### src/rtl/mem_bus_arbiter.sv
// -----------------------------------------------------------------------------
// mem_bus_arbiter
//
// Purpose
//   Lets the instruction-fetch requester (port I) and the load/store requester
//   (port D) share one single-ported, variable-latency memory bus. One access
//   is in flight at a time. The command of the granted port is latched into
//   registered mem_* outputs and held until the memory answers with mem_ready.
//   The winner then gets a one-cycle ack together with the returned read data.
//   A watchdog aborts an access that memory never completes. The abort returns
//   an ack with bus_err and zero data.
//
// Sequence per access (three-state FSM):
//   IDLE -> BUSY -> DONE -> IDLE
//   The best case is one access every three cycles.
//
// Parameters
//   ADDR_W   address width, on both requester ports and the memory side
//   DATA_W   data width; byte enables are DATA_W/8 bits
//   TIMEOUT  number of BUSY cycles without mem_ready before an abort;
//            0 disables the watchdog
//
// Ports
//   clock, reset                    rising-edge clock; async active-high reset
//   i_req, i_addr                   fetch request, held until i_ack
//   i_ack, i_rdata                  fetch completion pulse and fetched word
//   d_req, d_we, d_addr,            load/store request, held until d_ack
//   d_wdata, d_be
//   d_ack, d_rdata                  load/store completion pulse and load data
//   mem_req, mem_we, mem_addr,      memory command, held until mem_ready
//   mem_wdata, mem_be
//   mem_rdata, mem_ready            memory response (sampled only in BUSY)
//   bus_err                         pulses together with the ack of an
//                                   aborted access
//
// Configuration macro
//   MEM_ARB_RR_EN  When defined, simultaneous requests go to the port that did
//                  not win last time (round-robin). When undefined, port D
//                  always beats port I, because it holds the older instruction.
// -----------------------------------------------------------------------------
module mem_bus_arbiter #(
  parameter int ADDR_W  = 32,
  parameter int DATA_W  = 32,
  parameter int TIMEOUT = 255
) (
  input  logic                clock,
  input  logic                reset,
  // instruction fetch port
  input  logic                i_req,
  input  logic [ADDR_W-1:0]   i_addr,
  output logic                i_ack,
  output logic [DATA_W-1:0]   i_rdata,
  // load/store port
  input  logic                d_req,
  input  logic                d_we,
  input  logic [ADDR_W-1:0]   d_addr,
  input  logic [DATA_W-1:0]   d_wdata,
  input  logic [DATA_W/8-1:0] d_be,
  output logic                d_ack,
  output logic [DATA_W-1:0]   d_rdata,
  // memory side
  output logic                mem_req,
  output logic                mem_we,
  output logic [ADDR_W-1:0]   mem_addr,
  output logic [DATA_W-1:0]   mem_wdata,
  output logic [DATA_W/8-1:0] mem_be,
  input  logic [DATA_W-1:0]   mem_rdata,
  input  logic                mem_ready,
  output logic                bus_err
);

  localparam int BE_W = DATA_W / 8;
  // The watchdog holds (BUSY cycles - 1). It must be able to reach TIMEOUT-1.
  localparam int WD_W = (TIMEOUT < 2) ? 1 : $clog2(TIMEOUT + 1);
  localparam logic [WD_W-1:0] WD_LAST = (TIMEOUT == 0) ? '0 : WD_W'(TIMEOUT - 1);

  typedef enum logic [1:0] {
    ST_IDLE = 2'd0,
    ST_BUSY = 2'd1,
    ST_DONE = 2'd2
  } state_t;

  typedef enum logic {
    GRANT_I = 1'b0,
    GRANT_D = 1'b1
  } grant_t;

  state_t              state_q;
  grant_t              last_grant_q;
  logic [WD_W-1:0]     wdog_q;
  logic                mem_req_q;
  logic                mem_we_q;
  logic [ADDR_W-1:0]   mem_addr_q;
  logic [DATA_W-1:0]   mem_wdata_q;
  logic [BE_W-1:0]     mem_be_q;
  logic                i_ack_q;
  logic                d_ack_q;
  logic                bus_err_q;
  logic [DATA_W-1:0]   i_rdata_q;
  logic [DATA_W-1:0]   d_rdata_q;

  // Arbitration decision. It is only consumed in IDLE.
  grant_t grant_d;
  logic   any_req;
  logic   wd_expire;

  always_comb begin
    any_req = i_req | d_req;
    grant_d = GRANT_I;
    if (i_req && d_req) begin
`ifdef MEM_ARB_RR_EN
      grant_d = (last_grant_q == GRANT_I) ? GRANT_D : GRANT_I;
`else
      grant_d = GRANT_D;
`endif
    end else if (d_req) begin
      grant_d = GRANT_D;
    end
  end

  // wdog_q == TIMEOUT-1 means the current cycle is the TIMEOUT-th BUSY cycle.
  always_comb begin
    wd_expire = (TIMEOUT != 0) && (wdog_q == WD_LAST);
  end

  always_ff @(posedge clock or posedge reset) begin
    if (reset) begin
      state_q      <= ST_IDLE;
      last_grant_q <= GRANT_I;
      wdog_q       <= '0;
      mem_req_q    <= 1'b0;
      mem_we_q     <= 1'b0;
      mem_addr_q   <= '0;
      mem_wdata_q  <= '0;
      mem_be_q     <= '0;
      i_ack_q      <= 1'b0;
      d_ack_q      <= 1'b0;
      bus_err_q    <= 1'b0;
      i_rdata_q    <= '0;
      d_rdata_q    <= '0;
    end else begin
      case (state_q)
        ST_IDLE: begin
          i_ack_q   <= 1'b0;
          d_ack_q   <= 1'b0;
          bus_err_q <= 1'b0;
          if (any_req) begin
            last_grant_q <= grant_d;
            wdog_q       <= '0;
            mem_req_q    <= 1'b1;
            if (grant_d == GRANT_D) begin
              mem_we_q    <= d_we;
              mem_addr_q  <= d_addr;
              mem_wdata_q <= d_wdata;
              // Loads read whole words; byte enables only qualify stores.
              mem_be_q    <= d_we ? d_be : '1;
            end else begin
              mem_we_q    <= 1'b0;
              mem_addr_q  <= i_addr;
              mem_wdata_q <= '0;
              mem_be_q    <= '1;
            end
            state_q <= ST_BUSY;
          end
        end

        ST_BUSY: begin
          if (mem_ready) begin
            if (last_grant_q == GRANT_D) begin
              d_rdata_q <= mem_rdata;
            end else begin
              i_rdata_q <= mem_rdata;
            end
            mem_req_q <= 1'b0;
            mem_we_q  <= 1'b0;
            i_ack_q   <= (last_grant_q == GRANT_I);
            d_ack_q   <= (last_grant_q == GRANT_D);
            state_q   <= ST_DONE;
          end else if (wd_expire) begin
            // Memory never answered. Release the bus and report the abort
            // with zero data.
            if (last_grant_q == GRANT_D) begin
              d_rdata_q <= '0;
            end else begin
              i_rdata_q <= '0;
            end
            mem_req_q <= 1'b0;
            mem_we_q  <= 1'b0;
            i_ack_q   <= (last_grant_q == GRANT_I);
            d_ack_q   <= (last_grant_q == GRANT_D);
            bus_err_q <= 1'b1;
            state_q   <= ST_DONE;
          end else if (TIMEOUT != 0) begin
            wdog_q <= wdog_q + 1'b1;
          end
        end

        ST_DONE: begin
          // Requests are not sampled here. The requester advances on the
          // ack edge, so its next request must be seen first in IDLE.
          i_ack_q   <= 1'b0;
          d_ack_q   <= 1'b0;
          bus_err_q <= 1'b0;
          state_q   <= ST_IDLE;
        end

        default: begin
          state_q <= ST_IDLE;
        end
      endcase
    end
  end

  assign mem_req   = mem_req_q;
  assign mem_we    = mem_we_q;
  assign mem_addr  = mem_addr_q;
  assign mem_wdata = mem_wdata_q;
  assign mem_be    = mem_be_q;
  assign i_ack     = i_ack_q;
  assign d_ack     = d_ack_q;
  assign bus_err   = bus_err_q;
  assign i_rdata   = i_rdata_q;
  assign d_rdata   = d_rdata_q;

endmodule

### config.mk
export PLATFORM = sky130hd
export DESIGN_NAME = mem_bus_arbiter
export DESIGN_NICKNAME = d
export VERILOG_FILES = /design/src/rtl/mem_bus_arbiter.sv
export SDC_FILE = /design/constraint.sdc
export NUM_CORES = 1
export LEC_CHECK = 0
export ABC_AREA = 1
export CORE_ASPECT_RATIO = 1.4
export CORE_MARGIN = 5
export CORE_UTILIZATION = 35
export CTS_CLUSTER_DIAMETER = 30
export DETAILED_ROUTE_END_ITERATION = 7
export HOLD_SLACK_MARGIN = 0.12
export PLACE_DENSITY = 0.75
export REMOVE_ABC_BUFFERS = 1
export SYNTH_ARGS = -nofsm -noshare
export SYNTH_HDL_FRONTEND = slang
export SYNTH_SLANG_ARGS = --single-unit
### constraint.sdc
create_clock -name clock -period 9.1 [get_ports clock]
set_input_delay 1.82 -clock clock [delete_from_list [all_inputs] [get_ports clock]]
set_output_delay 1.82 -clock clock [all_outputs]
set_load 0.01 [all_outputs]
==> impl_metrics.ini <==
[finish]
drive_gt1_share_pct = 5.618
stdcell_area_sq_um = 9764
nFillCells = 1678
antenna_cells = 0
areaGrowthSynthToFinish_pct = 53.44
fin_nets = 1106
post-route-util_pct = 54.47
final_cells = 1219

[clock_tree]
cts-resized-gates = 0
path_clk_slew_ns = 0.06
cts_htree_levels = 4
cts_tree = yes
root_buffer = clkbuf_16
worst_skew_pair.late_latency_ns = 0.41
cts_setup_buffers = 0
cts_buffer_depth = 2
cts_sinks = 148
cts-buffers-inserted = 17
cts_hold_buffers = 0

[drt]
vias_per_cell = 4.831
routedWlPerCell_microns = 15.95
postRouteAntennaNets = 0
vias = 5889
drcViolationCount = 0
initialDrtViolationCount = 395
routed_wl_microns = 19440
drt_pass1_iterations = 4

[setup_path]
rr_endpoint = mem_addr[29]
worst-setup-path-type = in2reg
critPathRequiredTime_ns = 9.33
r2r_slack_ns = 6.23
path_cells = clkdlybuf4s50_1, or2_1, nand2_4, inv_2, a31oi_1
cpPeakStageDelay_ns = 0.87
r2r.worst_path.cells = 4
crit_slowest_cell = inv_2
critical_path_peak_fanout = 66
reg2reg_from = state_q[0]
startpoint = i_req
endpoint = mem_addr[29]
end_kind = register
cp-start-kind = input pin
cp.arrival_ns = 3.78

[timing]
finalCritPeriodShare_pct = 38.93
drv_slew = 0
fin_worst_hold_slack_ns = 0.4665
finalCriticalPeriod_ns = 3.543
setup_viol = 0
fin_skew_ns = 0.008473
final-hold-violation-count = 0
worst_pin_slew_ns = 1.006
fmax_mhz = 282.3
slew_headroom_pct = 32.83
setup-tns-final_ns = 0
rsz0062_at_grt = no

[die]
dieArea_sq_um = 21020
die_w_microns = 124.0
start_util_pct = 35.50
num_io_pins = 275
rows = 58
fp.dieH_microns = 169.5
design.core.area_sq_um = 17920

[global_route]
gr-total-overflow = 0
grt_pass1_vias = 5818
grt_pass1_wl_microns = 30230
grtUsageTotal_pct = 18.25
antenna_found_initial = 0
grt_max_degree = 77

[placement]
dpl_cell_area_sq_um = 9155
dp_hpwl_microns = 13590
io_buffers = 274
routabilityCongestion = 0.7840
dp_cells = 1187

[synthesis]
ys.flop_type = dfrtp_1
synthCells = 721
ys_ff_latch = 148
synth.area.top_cells = dfrtp_1 (58%), nand2_1 (17%), nand4_1 (6.5%)
synthTopCellsByCount = nand2_1 (294), dfrtp_1 (148), nand4_1 (66)
syn_area_sq_um = 6364
synth_top_cell_area_share_pct = 58.20
synth_top_area_cell = dfrtp_1
synth_cell_types = 27
async_flop_share_pct = 100.0
ys_seq_area_share_pct = 58.20
avgSynthCellArea_sq_um = 8.826
yosys_warnings = 0
post-synth-top-count-cell = nand2_1
synth_edf_count = 0

[pwr]
leakagePower_nw = 4.469
p_sw_mw = 1.186
powerDensity_nw_per_um2 = 336.9
p_sw_share_pct = 36.06
clockPowerShare_pct = 21.9
ir_drop_mv = 0.1652
comb_power_share_pct = 43.7
p_seq_share_pct = 34.4
internal-power_mw = 2.103

[worst_hold_path]
hold_class = reg2reg

[outcome]
status = complete, no violations

[run]
cap_violations = 0
routing by layer:
| layer | global-route usage [%] | vias to the layer above | wire (microns) |
|---|---|---|---|
| li1 | - | 2884 | - |
| met1 | 20.99 | 2780 | 7405 |
| met2 | 32.80 | 209 | 10280 |
| met3 | 4.835 | 16 | 1468 |
| met4 | 5.529 | 0 | 294 |
| met5 | 0 | - | 0 |
placed cells by master, fill, tap and decap left out, drive strengths merged:
cell	n
o31ai	1
dfrtp	148
nand3b	1
nor2	45
inv	12
clkbuf	19
nand3	46
ha	2
o21bai	2
clkdlybuf4s50	272
clkinvlp	2
nand4	66
o21ai	13
a31oi	32
nand2	297
or2	1
clkinv	9
buf	8
bufinv	3
worst min-delay path by stage:
stage | start | to | slack [ns] | cells after the start
final | d_rdata[8] | d_rdata[8] | 0.47 | 2
after global placement | mem_wdata[16] | mem_wdata[16] | 0.45 | 2
after CTS | d_rdata[17] | d_rdata[17] | 0.47 | 2
after detailed placement | d_rdata[8] | d_rdata[8] | 0.46 | 2
after global routing | i_rdata[0] | i_rdata[0] | 0.48 | 2
after floorplan | wdog_q[7] | wdog_q[7] | 0.48 | 2
cells by family (layout without fill, tap and decap cells):
logic type	Yosys count	after routing	share of synthesized area, %
AND/OR/NAND/NOR	456	456	31.36
flip-flops	148	148	58.20
buffers and inverters	67	325	5.348
AO/OA/AOI/OAI	48	48	4.699
adder cells (fa/ha/maj)	2	2	0.3932
registers in the layout, summed over array words and instances, names as in the netlist:
name / cells
d_rdata: 32
i_rdata: 32
mem_addr: 32
mem_wdata: 32
wdog_q: 8
mem_be: 4
state_q: 2
bus_err: 1
d_ack: 1
i_ack: 1
last_grant_q: 1
mem_req: 1
mem_we: 1
through the flow:
step                      setup WS, ns  power (mW)
after floorplan                  3.300       1.728
after global placement           5.170       2.566
after detailed placement         5.117       2.599
after CTS                        5.548       3.330
after global routing             5.319       3.515
final                            5.557       3.289
layout make-up:
| class | instances | area [sq um] | area share (%) |
|---|---|---|---|
| multi-input cells | 506 | 2320 | 23.76 |
| repair buffers | 280 | 2778 | 28.45 |
| well taps | 240 | 300.3 | 3.075 |
| inverters | 13 | 53.80 | 0.5510 |
| clock buffers | 19 | 452.9 | 4.639 |
| clock inverters | 13 | 156.4 | 1.602 |
| flip-flops and latches | 148 | 3704 | 37.93 |
critical path: cells and delay by family:
family                 cells  cell delay (ns)
buffers and inverters      2             1.32
AOI/OAI and AO/OA          1             0.20
and+or+nand+nor            2             0.39
power groups by stage:
stage	logic [mW]	clock network, mW	registers (mW)
finish	1.44	0.721	1.13
global route	1.58	0.764	1.17
CTS	1.46	0.734	1.13
detailed placement	1.46	0	1.14
global placement	1.43	0	1.13
floorplan	0.458	0	1.27
Power figures use the tool's default switching activity.
==> patch 1, RTL diff (same settings) <==
Build with the macro `MEM_ARB_RR_EN` defined.
--- a/src/rtl/mem_bus_arbiter.sv
+++ b/src/rtl/mem_bus_arbiter.sv
@@ -39,4 +39,6 @@
 //                  always beats port I, because it holds the older instruction.
 // -----------------------------------------------------------------------------
+`define MEM_ARB_RR_EN
+
 module mem_bus_arbiter #(
   parameter int ADDR_W  = 32,
Behaviour: not the same (Yosys sat finds a counterexample within 10 cycles, from zero or initial values and one cycle with reset high).
==> patch 1 against the unedited design <==
Non-clock buffer count stayed put; critical path depth increased by 1; cell area fell by 0.38%; wire length is 2.3% higher; first-iteration DRC count rose by 1.0%; hold slack gained 0.00085 ns; sequential cell count unchanged; area after synthesis rose by 1.1%; power decreased by 2.8%; setup slack worse by 0.13 ns.
==> patch 1: results (changes against the unedited design) <==
initial antenna violation count: 0 (unchanged)
Max transition margin: 0.312 (was 0.328)
CTS root buf: clkbuf_16 (unchanged)
worst r2r dst: mem_addr[17]$_DFFE_PP0P_ (was mem_addr[29]$_DFFE_PP0P_)
RR Startpoint: last_grant_q$_DFFE_PP0P_ (was state_q[0]$_DFFE_PP0P_)
top cells by area, synth: dfrtp_1 58%, nand2_1 14%, nand4_1 6.3%, o21ai_1 4.4%, o21ai_0 3.7% (was dfrtp_1 58%, nand2_1 17%, nand4_1 6.5%, nand3_1 3.5%, a31oi_1 3.1%)
first-pass GRT wire length: 31000 um (was 30200 um)
Syn Inst Count: 720 (was 721)
vias in the first global route: 5866 (was 5818)
Clock Tree Buf Depth: 2 (unchanged)
Routed WL per cell: 16.3 um (was 15.9 um)
HP Class: flip-flop to flip-flop (unchanged)
htree depth: 4 (unchanged)
ant diodes: 0 (unchanged)
Iter 0 DRT Violations: 399 (was 395)
GRT Total Usage: 0.181 (was 0.182)
register area share after synthesis: 0.576 (was 0.582)
Leak Pwr: 0.00431 uW (was 0.00447 uW)
WHS Path Cells: 2 (unchanged)
Peak supply drop: 0.137 mV (was 0.165 mV)
Avg Vias per Cell: 4.88 (was 4.83)
worst clock skew: 0.00913 ns (was 0.00847 ns)
Post-synth ARST share: 1.00 (unchanged)
placer congestion estimate: 0.811 (was 0.784)
worst stage delay on the critical path: 0.55 ns (was 0.87 ns)
Main synth FF type: dfrtp_1 (unchanged)
fill count: 1728 (was 1678)
routed wire length: 19900 um (was 19400 um)
share of layout cells above drive strength 1: 0.0623 (was 0.0562)
Nets: 1106 (unchanged)
Post-CTS Setup Inserts: 0 (unchanged)
crit-path max FO: 54 (was 66)
CP startpoint: d_req (was i_req)
DR pass1 iterations: 5 (was 4)
worst skew pair latency: 0.41 ns (about the same)
Synth cell types: 23 (was 27)
Worst Path Arrival: 4.00 ns (was 3.78 ns)
pin count of the biggest net entering global routing: 103 (was 77)
synth cell count leaders: 247 x nand2_1, 148 x dfrtp_1, 65 x nand4_1 (was 294 x nand2_1, 148 x dfrtp_1, 66 x nand4_1)
DP HPWL: 13800 um (was 13600 um)
critical path's slowest cell: clkdlybuf4s50_1 (was inv_2)
PortBufs: 274 (unchanged)
CP endpoint: mem_addr[29]$_DFFE_PP0P_ (unchanged)
TritonCTS Buffers: 17 (unchanged)
Reg2Reg Depth: 7 (was 4)
status: completed (unchanged)
clock-pin slew on the worst setup and hold paths: 0.06 ns (about the same)
reg2reg setup slack: 6.65 ns (was 6.23 ns)
==> patch 1: changes by cell type after synthesis, moves of 7 or more <==
cell | unedited run | this run
a31oi_1 | 32 | 0
clkbuf_1 | 27 | 18
o21ai_0 | 4 | 47
nand3_1 | 44 | 14
o21ai_1 | 6 | 57
nor2_1 | 42 | 49
nand2_2 | 2 | 13
buf_4 | 3 | 11
nand2_1 | 294 | 247
==> patch 1: logic make-up (layout without fill, tap and decap cells) <==
logic type,count (synthesis),in the layout,synth area share
and+or+nand+nor,395,395,0.274
DFF,148,148,0.576
AOI/OAI and AO/OA,109,109,0.0873
buffers and inverters,66,325,0.0587
adders and majority gates,2,2,0.00389
==> patch 1: per-layer routing <==
layer / vias up / share of wire / GRT usage / wire (um)
li1: 2881 / - / - / -
met1: 2789 / 0.38 / 0.210 / 7620
met2: 243 / 0.51 / 0.315 / 10100
met3: 31 / 0.079 / 0.0584 / 1570
met4: 0 / 0.030 / 0.0672 / 590
met5: - / 0 / 0 / 0
==> patch 1: how the worst min path moves through the flow <==
stage                                        from                 endpoint  slack, ns
final                     d_rdata[25]$_DFFE_PP0P_  d_rdata[25]$_DFFE_PP0P_       0.47
after global routing       d_rdata[5]$_DFFE_PP0P_   d_rdata[5]$_DFFE_PP0P_       0.49
after CTS                  d_rdata[2]$_DFFE_PP0P_   d_rdata[2]$_DFFE_PP0P_       0.47
after detailed placement   d_rdata[2]$_DFFE_PP0P_   d_rdata[2]$_DFFE_PP0P_       0.46
after global placement    i_rdata[29]$_DFFE_PP0P_  i_rdata[29]$_DFFE_PP0P_       0.45
after floorplan             wdog_q[7]$_DFFE_PP0P_    wdog_q[7]$_DFFE_PP0P_       0.48
==> patch 1: cell type report <==
class | instances | area share
Clock buffer | 24 | 0.0485
Clock inverter | 8 | 0.00553
Inverter | 13 | 0.00579
Multi-Input combinational cell | 506 | 0.242
Sequential cell | 148 | 0.381
Tap cell | 240 | 0.0309
Timing Repair Buffer | 280 | 0.286
==> patch 1: worst max-delay path, delay by kind of cell <==
| kind | cells | cell delay, ns |
|---|---|---|
| AOI/OAI and AO/OA | 2 | 0.33 |
| buffers and inverters | 3 | 1.41 |
| and+or+nand+nor | 1 | 0.43 |
==> patch 1: stage by stage <==
stage               instance area (um^2)  worst slack [ns]
global placement                    9200              5.00
floorplan                           6110              3.30
detailed placement                  9200              4.94
finish                              9730              5.42
global route                        9730              5.23
CTS                                 9730              5.38
==> patch 1: report_power, final <==
part	switching [uW]	total, uW	internal [uW]
logic	743	1450	703
registers	170	1120	954
clock network	264	626	362
total	1180	3200	2020
==> patch 2, RTL diff (same settings) <==
Without the edit above. Put one more register stage on the output `bus_err`, with the module's reset. The value now appears one clock later. The other outputs are not delayed to match.
--- a/src/rtl/mem_bus_arbiter.sv
+++ b/src/rtl/mem_bus_arbiter.sv
@@ -219,5 +219,11 @@
   assign i_ack     = i_ack_q;
   assign d_ack     = d_ack_q;
-  assign bus_err   = bus_err_q;
+  always_ff @(posedge clock or posedge reset) begin
+    if (reset) begin
+      bus_err <= '0;
+    end else begin
+      bus_err <= bus_err_q;
+    end
+  end
   assign i_rdata   = i_rdata_q;
   assign d_rdata   = d_rdata_q;
Formal check against the unedited RTL: same outputs for any inputs over 4 cycles, from zero or initial values and one cycle with reset high; that may be too few to reach the edited logic, so the function may still have changed.
==> patch 2 against the unedited design <==
Die area rose by 0.37%; critical endpoint is now mem_addr[23]$_DFFE_PP0P_; highest routed layer unchanged; cell area rose by 0.23%; power rose by 0.36%; sequential cell count rose by 1; wire length rose by 2.0%; area after synthesis rose by 0.39%; setup slack improved by 0.029 ns; global-route usage rose by 0.51 points; final cell count barely moved.
==> patch 2: results (changes against the unedited design) <==
status: completed (unchanged)
Peak supply drop: 0.166 mV (was 0.165 mV)
Nets: 1107 (was 1106)
ant diodes: 0 (unchanged)
vias after detailed routing: 5891 (was 5889)
DR pass1 iterations: 4 (unchanged)
DP HPWL: 13900 um (was 13600 um)
worst clock skew: 0.00971 ns (was 0.00847 ns)
HP Class: flip-flop to flip-flop (unchanged)
share of layout cells above drive strength 1: 0.0551 (was 0.0562)
synth cell count leaders: 294 x nand2_1, 149 x dfrtp_1, 66 x nand4_1 (was 294 x nand2_1, 148 x dfrtp_1, 66 x nand4_1)
Placement Setup Slack: 5.11 ns (was 5.12 ns)
Reg2Reg Depth: 4 (unchanged)
Leak Pwr: 0.00447 uW (about the same)
first-pass GRT wire length: 30900 um (was 30200 um)
Iter 0 DRT Violations: 460 (was 395)
register area share after synthesis: 0.584 (was 0.582)
Routed WL per cell: 16.2 um (was 15.9 um)
GRT Total Usage: 0.188 (was 0.182)
clock-pin slew on the worst setup and hold paths: 0.06 ns (about the same)
Worst Path Arrival: 3.76 ns (was 3.78 ns)
pin count of the biggest net entering global routing: 105 (was 77)
Synth Area in Compound Gates: 0.0468 (was 0.0470)
Resize count post-CTS: 0 (unchanged)
vias in the first global route: 5797 (was 5818)
placer congestion estimate: 0.814 (was 0.784)
Post-Synth Adder-Cell Area: 0.00392 (was 0.00393)
Max transition margin: 0.335 (was 0.328)
WHS Path Cells: 0 (was 2)
top cells by area, synth: dfrtp_1 58%, nand2_1 17%, nand4_1 6.5%, nand3_1 3.4%, a31oi_1 3.1% (was dfrtp_1 58%, nand2_1 17%, nand4_1 6.5%, nand3_1 3.5%, a31oi_1 3.1%)
==> patch 2: kinds of logic (layout without fill, tap and decap cells) <==
kind of cell	count (synthesis)	count (layout)
compound gates	48	48
fa+ha+maj	2	2
buf+inv	67	325
flops	149	149
simple gates	456	456
==> patch 2: critical path, cell delays in order <==
cell,delay (ns)
clkdlybuf4s50_1,0.46
or2_1,0.13
nand2_4,0.27
inv_2,0.85
a31oi_1,0.18
==> patch 2: final timing paths <==
path,to,slack [ns],startpoint
max,mem_addr[23]$_DFFE_PP0P_,5.59,i_req
min,bus_err$_DFF_PP0_,0.39,bus_err_q$_DFFE_PP0P_
max reg2reg,mem_addr[23]$_DFFE_PP0P_,6.28,state_q[0]$_DFFE_PP0P_
min reg2reg,bus_err$_DFF_PP0_,0.39,bus_err_q$_DFFE_PP0P_
max in group asynchronous,d_rdata[2]$_DFFE_PP0P_,5.93,reset
min in group asynchronous,i_rdata[26]$_DFFE_PP0P_,1.99,reset
==> patch 2: cell type report <==
class / count / area (um^2)
Clock buffer: 18 / 429
Clock inverter: 14 / 178
Fill cell: 1683 / 8210
Inverter: 13 / 53.8
Multi-Input combinational cell: 506 / 2320
Sequential cell: 149 / 3730
Tap cell: 240 / 300
Timing Repair Buffer: 280 / 2780
==> patch 2: metal layers <==
layer / part of all wire / GRT usage / vias to the layer above
li1: - / - / 2891
met1: 0.38 / 0.221 / 2756
met2: 0.53 / 0.326 / 218
met3: 0.073 / 0.0542 / 26
met4: 0.023 / 0.0629 / 0
met5: 0 / 0 / -
==> patch 2: where the power goes <==
part           total [uW]  internal (uW)  switching (uW)  leakage [uW]
clock                 724            434             290      0.000283
combinational        1450            702             745       0.00234
sequential           1130            961             170       0.00184
total                3300           2100            1200       0.00447
==> patch 2: through the flow <==
stage	hold slack [ns]	power [uW]	cells	cell area, um^2
after floorplan	0.354	1730	668	6100
after global placement	0.391	2570	1188	9180
after detailed placement	0.381	2610	1188	9180
after CTS	0.396	3350	1220	9790
after global routing	0.400	3520	1220	9790
final	0.387	3300	1220	9790
